[src/rtl/uart_rx_fifo_if.sv]
// ---------------------------------------------------------------------------
// uart_rx_fifo_if
// Receive-stream handshake between the UART receiver FIFO and its consumer.
//   m_valid      : head entry available (receiver -> consumer)
//   m_ready      : consumer accepts head entry (consumer -> receiver)
//   m_data       : head entry data, LSB = first bit received
//   m_parity_err : head entry parity mismatch
//   m_frame_err  : head entry had a low stop bit
// Modports: master = receiver side, slave = consumer side.
// ---------------------------------------------------------------------------
interface uart_rx_fifo_if #(
   parameter int DATA_BITS = 8
);
   logic                 m_valid;
   logic                 m_ready;
   logic [DATA_BITS-1:0] m_data;
   logic                 m_parity_err;
   logic                 m_frame_err;

   modport master (
      output m_valid, m_data, m_parity_err, m_frame_err,
      input  m_ready
   );

   modport slave (
      input  m_valid, m_data, m_parity_err, m_frame_err,
      output m_ready
   );
endinterface

[src/rtl/uart_rx_fifo.sv]
// ---------------------------------------------------------------------------
// uart_rx_fifo
// UART receiver (start/data/optional parity/stop) feeding a small FIFO.
// Ports:
//   clk      : clock, rising edge
//   rst_n    : asynchronous active-low reset
//   rx       : asynchronous serial line, idles high
//   m        : receive stream (uart_rx_fifo_if.master)
//   overrun  : one-cycle pulse when a completed frame is dropped (FIFO full)
//   busy     : receiver FSM not idle
// ---------------------------------------------------------------------------
module uart_rx_fifo #(
   parameter int CLKS_PER_BIT = 434,
   parameter int DATA_BITS    = 8,
   parameter int PARITY_MODE  = 0,
   parameter int STOP_BITS    = 1,
   parameter int FIFO_DEPTH   = 4
) (
   input  logic           clk,
   input  logic           rst_n,
   input  logic           rx,
   uart_rx_fifo_if.master m,
   output logic           overrun,
   output logic           busy
);
   localparam int          AW        = $clog2(FIFO_DEPTH);
   localparam int          EW        = DATA_BITS + 2;
   localparam logic [15:0] BIT_LAST  = 16'(CLKS_PER_BIT - 1);
   localparam logic [15:0] HALF_LAST = 16'(CLKS_PER_BIT / 2 - 1);
   localparam logic [3:0]  DATA_LAST = 4'(DATA_BITS - 1);
   localparam logic        STOP_LAST = 1'(STOP_BITS - 1);

   localparam logic [2:0] S_IDLE   = 3'd0;
   localparam logic [2:0] S_START  = 3'd1;
   localparam logic [2:0] S_DATA   = 3'd2;
   localparam logic [2:0] S_PARITY = 3'd3;
   localparam logic [2:0] S_STOP   = 3'd4;
   localparam logic [2:0] S_BRK    = 3'd5;

   logic                 sync1_q, rs_q, rs_prev_q, rs_prev_d;
   logic [1:0]           fill_q, fill_d;
   logic [2:0]           state_q, state_d;
   logic [15:0]          timer_q, timer_d;
   logic [3:0]           bit_cnt_q, bit_cnt_d;
   logic                 stop_cnt_q, stop_cnt_d;
   logic [DATA_BITS-1:0] shift_q, shift_d;
   logic                 perr_q, perr_d, ferr_q, ferr_d;
   logic                 done_q, done_d, stop_low_q, stop_low_d;
   logic                 overrun_q, overrun_d;
   logic [AW:0]          wr_ptr_q, wr_ptr_d, rd_ptr_q, rd_ptr_d;
   logic [EW-1:0]        mem_q [FIFO_DEPTH];
   logic                 push, push_ok, pop, full, empty, sample, par;
   logic [EW-1:0]        head;

   // rs_prev only becomes 1 once the synchronizer holds real line values, so
   // a line held low through reset release is not mistaken for a start edge.
   always_comb begin
      fill_d    = {fill_q[0], 1'b1};
      rs_prev_d = rs_q & fill_q[1];
   end

   // Receiver FSM; every state change clears the bit timer.
   always_comb begin
      state_d    = state_q;
      timer_d    = timer_q + 16'd1;
      bit_cnt_d  = bit_cnt_q;
      stop_cnt_d = stop_cnt_q;
      shift_d    = shift_q;
      perr_d     = perr_q;
      ferr_d     = ferr_q;
      done_d     = done_q;
      stop_low_d = stop_low_q;
      push       = 1'b0;
      sample     = (timer_q == BIT_LAST);
      par        = (^shift_q) ^ rs_q;
      case (state_q)
         S_IDLE: begin
            timer_d = '0;
            if (rs_prev_q && !rs_q) state_d = S_START;
         end
         S_START: begin
            if (timer_q == HALF_LAST) begin
               timer_d = '0;
               if (!rs_q) begin
                  state_d   = S_DATA;
                  bit_cnt_d = '0;
                  perr_d    = 1'b0;
                  ferr_d    = 1'b0;
                  done_d    = 1'b0;
               end else begin
                  state_d = S_IDLE;
               end
            end
         end
         S_DATA: begin
            if (sample) begin
               timer_d   = '0;
               shift_d   = {rs_q, shift_q[DATA_BITS-1:1]};
               bit_cnt_d = bit_cnt_q + 4'd1;
               if (bit_cnt_q == DATA_LAST) begin
                  state_d    = (PARITY_MODE != 0) ? S_PARITY : S_STOP;
                  stop_cnt_d = 1'b0;
               end
            end
         end
         S_PARITY: begin
            if (sample) begin
               timer_d    = '0;
               state_d    = S_STOP;
               stop_cnt_d = 1'b0;
               perr_d     = (PARITY_MODE == 2) ? ~par : par;
            end
         end
         S_STOP: begin
            // The frame is pushed one cycle after the final stop sample.
            if (done_q) begin
               push    = 1'b1;
               done_d  = 1'b0;
               timer_d = '0;
               state_d = stop_low_q ? S_BRK : S_IDLE;
            end else if (sample) begin
               timer_d    = '0;
               stop_cnt_d = stop_cnt_q + 1'b1;
               if (!rs_q) ferr_d = 1'b1;
               if (stop_cnt_q == STOP_LAST) begin
                  done_d     = 1'b1;
                  stop_low_d = ~rs_q;
               end
            end
         end
         S_BRK: begin
            timer_d = '0;
            if (rs_q) state_d = S_IDLE;
         end
         default: begin
            state_d = S_IDLE;
            timer_d = '0;
         end
      endcase
   end

   // FIFO bookkeeping: pointers carry one extra wrap bit.
   always_comb begin
      empty     = (wr_ptr_q == rd_ptr_q);
      full      = (wr_ptr_q[AW] != rd_ptr_q[AW]) &&
                  (wr_ptr_q[AW-1:0] == rd_ptr_q[AW-1:0]);
      pop       = !empty && m.m_ready;
      push_ok   = push && (!full || pop);
      overrun_d = push && full && !pop;
      wr_ptr_d  = wr_ptr_q;
      rd_ptr_d  = rd_ptr_q;
      if (push_ok) wr_ptr_d = wr_ptr_q + 1'b1;
      if (pop)     rd_ptr_d = rd_ptr_q + 1'b1;
   end

   always_ff @(posedge clk or negedge rst_n) begin
      if (!rst_n) begin
         sync1_q    <= 1'b1;
         rs_q       <= 1'b1;
         rs_prev_q  <= 1'b0;
         fill_q     <= '0;
         state_q    <= S_IDLE;
         timer_q    <= '0;
         bit_cnt_q  <= '0;
         stop_cnt_q <= 1'b0;
         shift_q    <= '0;
         perr_q     <= 1'b0;
         ferr_q     <= 1'b0;
         done_q     <= 1'b0;
         stop_low_q <= 1'b0;
         overrun_q  <= 1'b0;
         wr_ptr_q   <= '0;
         rd_ptr_q   <= '0;
      end else begin
         sync1_q    <= rx;
         rs_q       <= sync1_q;
         rs_prev_q  <= rs_prev_d;
         fill_q     <= fill_d;
         state_q    <= state_d;
         timer_q    <= timer_d;
         bit_cnt_q  <= bit_cnt_d;
         stop_cnt_q <= stop_cnt_d;
         shift_q    <= shift_d;
         perr_q     <= perr_d;
         ferr_q     <= ferr_d;
         done_q     <= done_d;
         stop_low_q <= stop_low_d;
         overrun_q  <= overrun_d;
         wr_ptr_q   <= wr_ptr_d;
         rd_ptr_q   <= rd_ptr_d;
      end
   end

   always_ff @(posedge clk) begin
      if (push_ok) mem_q[wr_ptr_q[AW-1:0]] <= {perr_q, ferr_q, shift_q};
   end

   assign head           = mem_q[rd_ptr_q[AW-1:0]];
   assign m.m_valid      = !empty;
   assign m.m_data       = empty ? '0 : head[DATA_BITS-1:0];
   assign m.m_frame_err  = empty ? 1'b0 : head[EW-2];
   assign m.m_parity_err = empty ? 1'b0 : head[EW-1];
   assign overrun        = overrun_q;
   assign busy           = (state_q != S_IDLE);
endmodule

[src/flat_wrapper.sv]
// flat-port wrapper written by rule: the top's interface ports become plain ports
module uart_rx_fifo_flat 
#(
   parameter int CLKS_PER_BIT = 434,
   parameter int DATA_BITS    = 8,
   parameter int PARITY_MODE  = 0,
   parameter int STOP_BITS    = 1,
   parameter int FIFO_DEPTH   = 4
)
  (clk, rst_n, rx, overrun, busy, m_m_valid, m_m_data, m_m_parity_err, m_m_frame_err, m_m_ready);
  uart_rx_fifo_if #(.DATA_BITS(DATA_BITS)) m_i ();
  input  logic clk;
  input  logic rst_n;
  input  logic rx;
  output logic overrun;
  output logic busy;
  output wire logic [$bits(m_i.m_valid)-1:0] m_m_valid;
  output wire logic [$bits(m_i.m_data)-1:0] m_m_data;
  output wire logic [$bits(m_i.m_parity_err)-1:0] m_m_parity_err;
  output wire logic [$bits(m_i.m_frame_err)-1:0] m_m_frame_err;
  input wire logic [$bits(m_i.m_ready)-1:0] m_m_ready;
  assign m_m_valid = m_i.m_valid;
  assign m_m_data = m_i.m_data;
  assign m_m_parity_err = m_i.m_parity_err;
  assign m_m_frame_err = m_i.m_frame_err;
  assign m_i.m_ready = m_m_ready;
  uart_rx_fifo #(.CLKS_PER_BIT(CLKS_PER_BIT), .DATA_BITS(DATA_BITS), .PARITY_MODE(PARITY_MODE), .STOP_BITS(STOP_BITS), .FIFO_DEPTH(FIFO_DEPTH)) u_core (.clk(clk), .rst_n(rst_n), .rx(rx), .m(m_i), .overrun(overrun), .busy(busy));
endmodule
[config.mk]
export PLATFORM = sky130hd
export DESIGN_NAME = uart_rx_fifo_flat
export DESIGN_NICKNAME = d
export VERILOG_FILES = /design/src/rtl/uart_rx_fifo_if.sv /design/src/rtl/uart_rx_fifo.sv /design/src/flat_wrapper.sv
export SDC_FILE = /design/constraint.sdc
export NUM_CORES = 1
export LEC_CHECK = 0
export CAP_MARGIN = 20
export CORE_ASPECT_RATIO = 1.75
export CORE_MARGIN = 2
export CORE_UTILIZATION = 55
export DETAILED_ROUTE_END_ITERATION = 8
export GPL_TIMING_DRIVEN = 0
export PLACE_DENSITY = 0.73
export SYNTH_ARGS = -nofsm -noshare
export SYNTH_HDL_FRONTEND = slang
export SYNTH_SLANG_ARGS = --single-unit
[constraint.sdc]
create_clock -name clk -period 2.2 [get_ports clk]
set_clock_uncertainty 0.2 [all_clocks]
set_input_delay 0.22 -clock clk [delete_from_list [all_inputs] [get_ports clk]]
set_output_delay 0.22 -clock clk [all_outputs]
set_load 0.01 [all_outputs]
Word level (Yosys, flattened, before mapping)
Memories as Yosys holds them, arrays and structs flattened.
Cells that the tools add are included.
{ "totals": {"reg_bits": 48, "mem_bits_rw": 40, "inputBits": 4, "output_inout_bits": 13, "elab_cells": 119, "mem_count": 1} }
{ "op_classes": {"n_addsub": 5, "n_eq_ne": 22, "muxes": 43, "bitwise_logic": 5, "n_reduce_logical": 27} }
{ "mem_list": {"columns": ["memory", "depth", "word_bits", "read_ports", "rd_ports_with_merged_regs", "write_ports", "line", "text"], "rows": [
  ["u_core.mem_q", 4, 10, 1, 0, 1, "uart_rx_fifo.sv:51", "logic [EW-1:0] mem_q [FIFO_DEPTH];"]
]} }
{ "op_table": {"columns": ["op", "n"], "rows": [
  ["$mux 16", 3],
  ["$pmux 16 s3", 1],
  ["$mux 3", 8],
  ["$mux 1", 20],
  ["$pmux 3 s6", 1],
  ["$add 16x1->16 const B", 1],
  ["$eq 16x8->1 const B", 1],
  ["$eq 16x9->1 const B", 1],
  ["$ne 2x1->1 const B", 8],
  ["$mux 4", 3],
  ["$reduce_and 4->1", 3],
  ["$reduce_and 6->1", 2],
  ["$mux 8", 1],
  ["$pmux 4 s2", 1],
  ["$reduce_xor 8->1", 1],
  ["$reduce_and 7->1", 1],
  ["$add 3x1->3 const B", 2],
  ["$eq 3x2->1 const B", 2],
  ["$eq 3x3->1 const B", 2],
  ["$logic_and 1x1->1", 6],
  ["$ne 2x2->1 const B", 3],
  ["$pmux 1 s2", 3],
  ["$reduce_bool 2->1", 3],
  ["$reduce_bool 3->1", 2],
  ["other kinds (18)", 23]
]} }

Logic depth before layout (Yosys ltp)
Gate-level depths: netlist (run 1).
{ "depth": {"word_depth": 7, "depth_mapped": 7, "ltp_nobuf": 6} }

Least setup slack after synthesis (run 1)
No wires, ideal clock.
{ "synth_timing": {"path_type": "reg-to-reg", "startpoint": "register u_core.state_q[0]", "endpoint": "memory u_core.mem_q[3][0] in the netlist's numbering, enable pin", "setup_ps": 351, "arrival_time_ps": 1453, "t_required_ps": 1649, "setup_slack_ps": 196, "stages_incl_launch_ff": 5, "n_path_buf": 1, "synth_period_minus_slack_ps": 2004, "cell_sequence": "dfrtp_1 -> buf_2 -> nand4bb_1 -> a41oi_1 -> and2_1"} }
{ "synth_between": {"elab_chain_cells": 5} }
{ "synth_rtl": {"columns": ["element", "line", "text"], "rows": [
  ["start: declaration", "uart_rx_fifo.sv:42", "logic [2:0] state_q, state_d;"],
  ["start signal: assignment", "uart_rx_fifo.sv:179", "state_q <= state_d;"],
  ["$eq 3x3->1", "uart_rx_fifo.sv:76", "case (state_q)"],
  ["$mux 1", "uart_rx_fifo.sv:76", null],
  ["$logic_and 1x1->1", "uart_rx_fifo.sv:148", "push_ok = push && (!full || pop);"],
  ["$mux 1", "uart_rx_fifo.sv:195", "if (push_ok) mem_q[wr_ptr_q[AW-1:0]] <= {perr_q, ferr_q, shift_q};"],
  ["$mux 1 (implied by the code)", "uart_rx_fifo.sv:195", null],
  ["end: declaration", "uart_rx_fifo.sv:51", null]
]} }
No other way between the ends.

Final worst setup path (run 1)
{ "layout_timing": {"startpoint": "register u_core.rd_ptr_q[0]", "endpoint": "output port m_m_data[4]"} }
{ "layout_between": {"elab_chain_cells": 2, "word_cells_on_any_way": 3, "classes_between": "eq/ne: 1; mux: 1; memory: 1"} }
{ "layout_rtl": {"columns": ["element", "line", "text"], "rows": [
  ["start: declaration", "uart_rx_fifo.sv:50", "logic [AW:0] wr_ptr_q, wr_ptr_d, rd_ptr_q, rd_ptr_d;"],
  ["start signal: assignment", "uart_rx_fifo.sv:190", "rd_ptr_q <= rd_ptr_d;"],
  ["$mem_v2 4x10 or $eq 3x3->1 (tied branches)", null, null],
  ["$mux 8 *", "uart_rx_fifo.sv:200", "assign m.m_data = empty ? '0 : head[DATA_BITS-1:0];"],
  ["end: declaration", "flat_wrapper.sv:18", "output wire logic [$bits(m_i.m_data)-1:0] m_m_data;"]
]} }
Mark *: on every way between the ends. The rest lies on a longest branch, timed or not.

==> results of run 1 <==
layer usage:
metal,share of wire,wire length [um],up-vias
met5,0,0,-
met4,0.025,176,0
met3,0.026,179,12
met2,0.56,3880,31
met1,0.39,2730,1202
li1,-,-,1138
power groups by stage:
| stage | Sequential [W] | Clock (W) | Combinational [W] |
|---|---|---|---|
| 5_1_grt | 0.00179 | 0.00168 | 0.000408 |
| 4_1_cts | 0.00179 | 0.00162 | 0.000360 |
| 2_1_floorplan | 0.00181 | 0 | 0.000237 |
| 3_5_place_dp | 0.00182 | 0 | 0.000341 |
| 3_3_place_gp | 0.00182 | 0 | 0.000333 |
| 6_report | 0.00179 | 0.00159 | 0.000358 |
layout by cell type, fill, tap and decap left out, drive strengths merged, types with 7 or more instances in the layout:
master | Yosys | layout
clkbuf | 5 | 14
edfxtp | 40 | 40
inv | 11 | 11
xor2 | 9 | 9
mux4 | 10 | 10
buf | 5 | 22
mux2 | 9 | 9
and2 | 17 | 17
nor2 | 15 | 15
ha | 9 | 9
a21oi | 7 | 7
dfrtp | 46 | 46
nand3 | 11 | 11
xnor2 | 15 | 15
o21ai | 12 | 12
nand2 | 9 | 9
logic make-up after synthesis:
| group | share of synthesized area |
|---|---|
| DFF | 0.599 |
| muxes | 0.0889 |
| AOI/OAI and AO/OA | 0.0546 |
| adders and majority gates | 0.0281 |
| xor gates and xnor gates | 0.0580 |
| buffers and inverters | 0.0234 |
| other | 0.000935 |
| and+or+nand+nor | 0.147 |
synthesized netlist by cell type (4+ instances only):
cell type   n
mux4_2     10
and3_1      4
inv_1      11
xnor2_1    15
ha_1        9
edfxtp_1   40
nor2_1     14
dfrtp_1    46
and2_1     17
a21oi_1     7
nand3_1    11
o21ai_0    11
xor2_1      9
clkbuf_1    5
mux2_2      9
or3_1       5
nand2_1     9
flip-flops by register name, indices dropped and copies added, names as in the netlist, 2 cells and up:
signal            flops
u_core.mem_q         40
u_core.timer_q       16
u_core.shift_q        8
u_core.bit_cnt_q      4
u_core.rd_ptr_q       3
u_core.state_q        3
u_core.wr_ptr_q       3
u_core.fill_q         2
worst max-delay path: cells and delay by family (launching register included):
| family | cells | cell delay, ps |
|---|---|---|
| buffers and inverters | 3 | 380 |
| flip-flops | 1 | 390 |
| multiplexers | 1 | 480 |
| AND/OR/NAND/NOR | 1 | 150 |
metrics by stage:
step / setup slack [ps] / cells / total power, W / hold slack, ps / area [sq um]
floorplan: 196 / 291 / 0.00205 / -276 / 4010
global placement: -658 / 393 / 0.00215 / 134 / 4280
detailed placement: -273 / 394 / 0.00216 / -80.4 / 4290
CTS: 5.09 / 417 / 0.00376 / 80.1 / 4720
global route: -5.52 / 415 / 0.00388 / 107 / 4740
finish: 38.8 / 415 / 0.00373 / 89.1 / 4740
cell type report:
cell class | instances | area (sq um)
fill | 533 | 2390
inverter | 11 | 41.3
multi-input combinational | 182 | 1580
tap | 86 | 108
clock inverter | 6 | 85.1
clock buffer | 10 | 229
timing repair buffer | 23 | 213
buffer | 9 | 77.6
sequential | 88 | 2410
worst min path at each step:
stage / endpoint / cells after the start / start
3_3_place_gp: u_core.fill_q[1] / 0 / u_core.fill_q[0]
6_report: u_core.wr_ptr_q[2] / 2 / rst_n
3_5_place_dp: u_core.fill_q[0] / 1 / rst_n
5_1_grt: u_core.wr_ptr_q[2] / 2 / rst_n
2_1_floorplan: u_core.bit_cnt_q[0] / 0 / rst_n
4_1_cts: u_core.sync1_q / 1 / rx
repair_timing:
item	4_1_cts	5_1_grt
setup buffers	5	0
gates cloned	1	0
gates resized for setup	62	11
pin swaps	2	7
hold endpoints to repair	48	0
setup endpoints to repair	62	19
hold buffers	1	0
==> summary.txt, run 1 <==
Setup path
  – Startpoint types: flop
  – CP Launch Point: u_core.rd_ptr_q[0]
  – Worst-path cell chain: buf_12 > buf_12 > mux4_2 > and2_1 > buf_2
  – Worst Path Max Fanout: 5
  – Crit end category: output port
  – Setup CP Type: flop to output port
  – CP endpoint: m_m_data[4]
  – Start of the worst register-to-register path: u_core.state_q[0]
  – Reg-to-Reg End: u_core.mem_q[3][2]
  – CP arrival: 1740 ps
  – CP most frequent cell: buf_12
  – R2R cell count: 4
  – Slowest cell on the critical path: mux4_2
  – Reg-to-reg slack, setup: 120 ps
  – CP required: 1780 ps
  – Slowest cell delay on critical path: 480 ps

Clocking
  – Clock tree buffer depth: 2
  – Root Buffer: clkbuf_16
  – Clock Sinks: 88
  – Clk_lat worst skew: 340 ps
  – Total CTS buffers: 9
  – CTS tree: done
  – H-tree depth: 3
  – Clock transition at the registers of the reported paths: 60 ps

Power
  – Gate power share: 0.096
  – Power Density: 787 nW/um^2
  – Switch share: 0.223
  – Switch Pwr: 0.000834 W
  – P_leak: 2.06 nW
  – Peak supply drop: 866 uV
  – Clock share of power: 0.425
  – Internal power: 0.00290 W
  – Sequential share of power: 0.479

Logic synthesis
  – Synth async-reset ratio: 0.545
  – Post-synth top area share: 0.299
  – Post-synthesis cell type count: 58
  – Largest area contributor in the netlist: edfxtp_1
  – Number of flops mapped to enable cells by yosys: 40
  – Count of yosys warnings during synthesis: 0
  – Mean Syn Cell Area: 13.8 sq um
  – Synth Register Bits: 88
  – Post-synthesis sequential area ratio: 0.600
  – Cell area after synthesis: 4010 sq um
  – Top_reg_cell synth: dfrtp_1
  – Synthesized net count: 304
  – Post-Syn Instances: 291
  – Synth top area cells: edfxtp_1 (30%), dfrtp_1 (29%), mux4_2 (5.6%), xnor2_1 (3.3%), ha_1 (2.8%)

STA
  – Setup TNS Final: 0 ps
  – Final Hold Viols: 0
  – Slew Viols, Final: 0
  – Fin crit share: 0.982
  – Max Freq: 463 MHz
  – Tmin final: 2160 ps
  – # setup viols final: 0
  – RSZ-0062 raised after global routing: true

Detailed routing
  – Via count: 2383
  – Wire per inst: 16.8 um
  – DRT Wirelength: 6970 um
  – Remaining DRCs: 0
  – DRT iter0 DRCs: 157
  – Antenna-violating nets left: 0
  – Vias per cell: 5.74
  – DRT Pass-1 Iters: 4

Global route
  – Met1 usage: 0.238
  – Global Route Usage Sum: 0.204
  – Met3 Use GR: 0.0411
  – Largest net degree at the start of global routing: 39
  – M2 GR Usage: 0.348
  – Antenna violations before repair: 0
  – Total global routing overflow: 0
  – Global-route wire length before repair: 11700 um
  – GR peak layer: met2
  – Vias in the first global route: 2350

Finish
  – P&R area growth vs syn: 18.1%
  – Layout cell share with drive strength beyond 1: 0.249
  – N_diodes: 0
  – Fin nets: 337
  – Final Util: 0.665

Placed design
  – HPWL after detailed placement: 4760 um
  – Routability cong.: 0.796
  – IO buf count: 16

Job
  – Max-cap viol count: 0

Die
  – Die Ht: 117 um
  – Row Count: 41
  – Io pins: 17
  – Core area: 7130 sq um
  – Die Wd: 68.6 um
  – Initial Util: 0.563
  – Die area: 8020 sq um

Hold path
  – Hold WC Path Type: primary input to asynchronous set/reset pin

Outcome
  – Status: complete, no violations
No activity file was read; power rests on OpenSTA's default activity.
==> run 2, diff against run 1 <==
- ABC_CLOCK_PERIOD_IN_PS: unset -> 2200
- PLACE_DENSITY: 0.73 -> 0.77
==> run 2 against run 1 <==
  * The flow now finishes with violations (negative setup slack)
  * Count of clock-buffer cells in the layout did not move
  * Power is 5.0% lower
  * Via count grew 2.2%
==> summary.txt, run 2 (synthesis gave the netlist of run 1 again) <==
Outcome
  – Status: finished with violations
  – Failing checks: negative setup slack

Setup path
  – CP required: 2010 ps
  – CP Launch Point: u_core.rd_ptr_q[0]
  – Reg-to-reg slack, setup: -3 ps
  – CP arrival: 2020 ps
  – Crit end category: flop
  – Setup CP Type: flop to flop
  – Start of the worst register-to-register path: u_core.rd_ptr_q[0]
  – Reg-to-Reg End: u_core.mem_q[0][4]
  – Startpoint types: flop
  – CP endpoint: u_core.mem_q[0][4]
  – R2R cell count: 5
  – Worst Path Max Fanout: 10

Die
  – Io pins: 17
  – Die Ht: 117 um
  – Row Count: 41
  – Core area: 7130 sq um
  – Die Wd: 68.6 um
  – Initial Util: 0.563
  – Die area: 8020 sq um

Power
  – Peak supply drop: 545 uV
  – P_leak: 2.06 nW
  – Power Density: 750 nW/um^2

STA
  – RSZ-0062 raised after global routing: true
  – Final Hold Viols: 0
  – Fin crit share: 1.00
  – Slew Viols, Final: 0
  – Tmin final: 2200 ps
  – Worst setup margin: -2.80 ps
  – Max Freq: 454 MHz
  – Tightest Pin Transition: 647 ps
  – Slew headroom: 0.569
  – # setup viols final: 5

Clocking
  – Clk_lat worst skew: 340 ps
  – Clock Sinks: 88
  – Clock tree buffer depth: 2
  – H-tree depth: 3
  – Root Buffer: clkbuf_16
  – Total CTS buffers: 9
  – Clock transition at the registers of the reported paths: 60 ps
  – CTS tree: done

Placed design
  – Placed cells: 394
  – DP Area: 4300 sq um
  – Routability cong.: 0.836
  – Post-place setup slack: -246 ps
  – IO buf count: 16
  – HPWL after detailed placement: 4830 um

Global route
  – Vias in the first global route: 2437
  – Global Route Usage Sum: 0.206
  – Largest net degree at the start of global routing: 28
  – Total global routing overflow: 0
  – Antenna violations before repair: 0
  – Global-route wire length before repair: 11800 um

Finish
  – Layout cell share with drive strength beyond 1: 0.256
  – Commonest cells after routing, fill and taps aside: dfrtp_1 (45), edfxtp_1 (40), nor2_1 (14), xnor2_1 (13), buf_2 (12)
  – Max FFs per register: 40
  – Final Instance Area: 4720 sq um
  – Fin nets: 340
  – Most common cell after layout, fill and taps aside: dfrtp_1
  – P&R area growth vs syn: 17.8%
  – Non-Filler Instances: 418
  – N_diodes: 0

Detailed routing
  – Remaining DRCs: 0
  – Via count: 2436
  – Vias per cell: 5.83
  – DRT iter0 DRCs: 190
  – Antenna-violating nets left: 0
  – Wire per inst: 17.3 um
  – DRT Pass-1 Iters: 4
  – DRT Wirelength: 7250 um

Job
  – Max-cap viol count: 0

Hold path
  – Hold WC Path Type: primary input to flop
==> run 2: timing repair <==
item                                    in CTS  in global routing
hold buffers                                 1                  0
resized for setup                           65                  9
pin swaps                                    8                  5
endpoints found under the setup margin      62                 58
setup buffers                                5                  2
cloned                                       1                  0
hold endpoints to repair                    24                  0
==> run 2: metrics by stage <==
| stage | utilization | total power (W) | setup TNS (ps) | hold WS (ps) |
|---|---|---|---|---|
| after floorplan | - | 0.00205 | 0 | -276 |
| after global placement | 0.600 | 0.00215 | -38570 | 132 |
| after detailed placement | 0.603 | 0.00217 | -9570 | 78.5 |
| after CTS | 0.657 | 0.00357 | 0 | 87.1 |
| after global routing | 0.663 | 0.00368 | -1980 | 92.3 |
| final | 0.663 | 0.00354 | -8.10 | 95.5 |
==> run 2: critical path: stages, from the launching register on <==
cell and delay (ps):
dfrtp_2 470, buf_6 150, xnor2_4 150, buf_4 160, a41oi_2 340, and2_2 400
==> run 2: per-layer routing <==
metal / share of wire / vias up / wire length, um / track usage
li1: - / 1147 / - / -
met1: 0.38 / 1225 / 2720 / 0.216
met5: 0 / - / 0 / 0
met3: 0.028 / 18 / 206 / 0.0526
met4: 0.030 / 0 / 218 / 0.103
met2: 0.57 / 46 / 4100 / 0.369
==> run 2: worst min path at each step <==
stage,depth (start not counted),startpoint,slack [ps],endpoint
after floorplan,0,rst_n,-280,u_core.bit_cnt_q[0]
after global placement,0,u_core.fill_q[0],130,u_core.fill_q[1]
after detailed placement,1,rst_n,80,u_core.fill_q[0]
after CTS,1,rx,90,u_core.sync1_q
after global routing,1,rx,90,u_core.sync1_q
final,1,rx,100,u_core.sync1_q
==> run 2: cell type report <==
type	instances	area, sq um
timing repair buffer	26	234
clock buffer	10	239
fill	524	2410
clock inverter	6	35.0
sequential	88	2410
inverter	11	41.3
tap	86	108
buffer	9	78.8
multi-input combinational	182	1580
==> run 2: power by group <==
part	switching [W]	internal (W)
clock	0.000607	0.000787
sequential	0.0000409	0.00175
combinational	0.000202	0.000159
==> run 3, diff against run 2 <==
- ABC_CLOCK_PERIOD_IN_PS: 2200 -> unset
==> results of run 3 <==
Same layout as run 2: the final DEF is identical, and so are final timing and power.
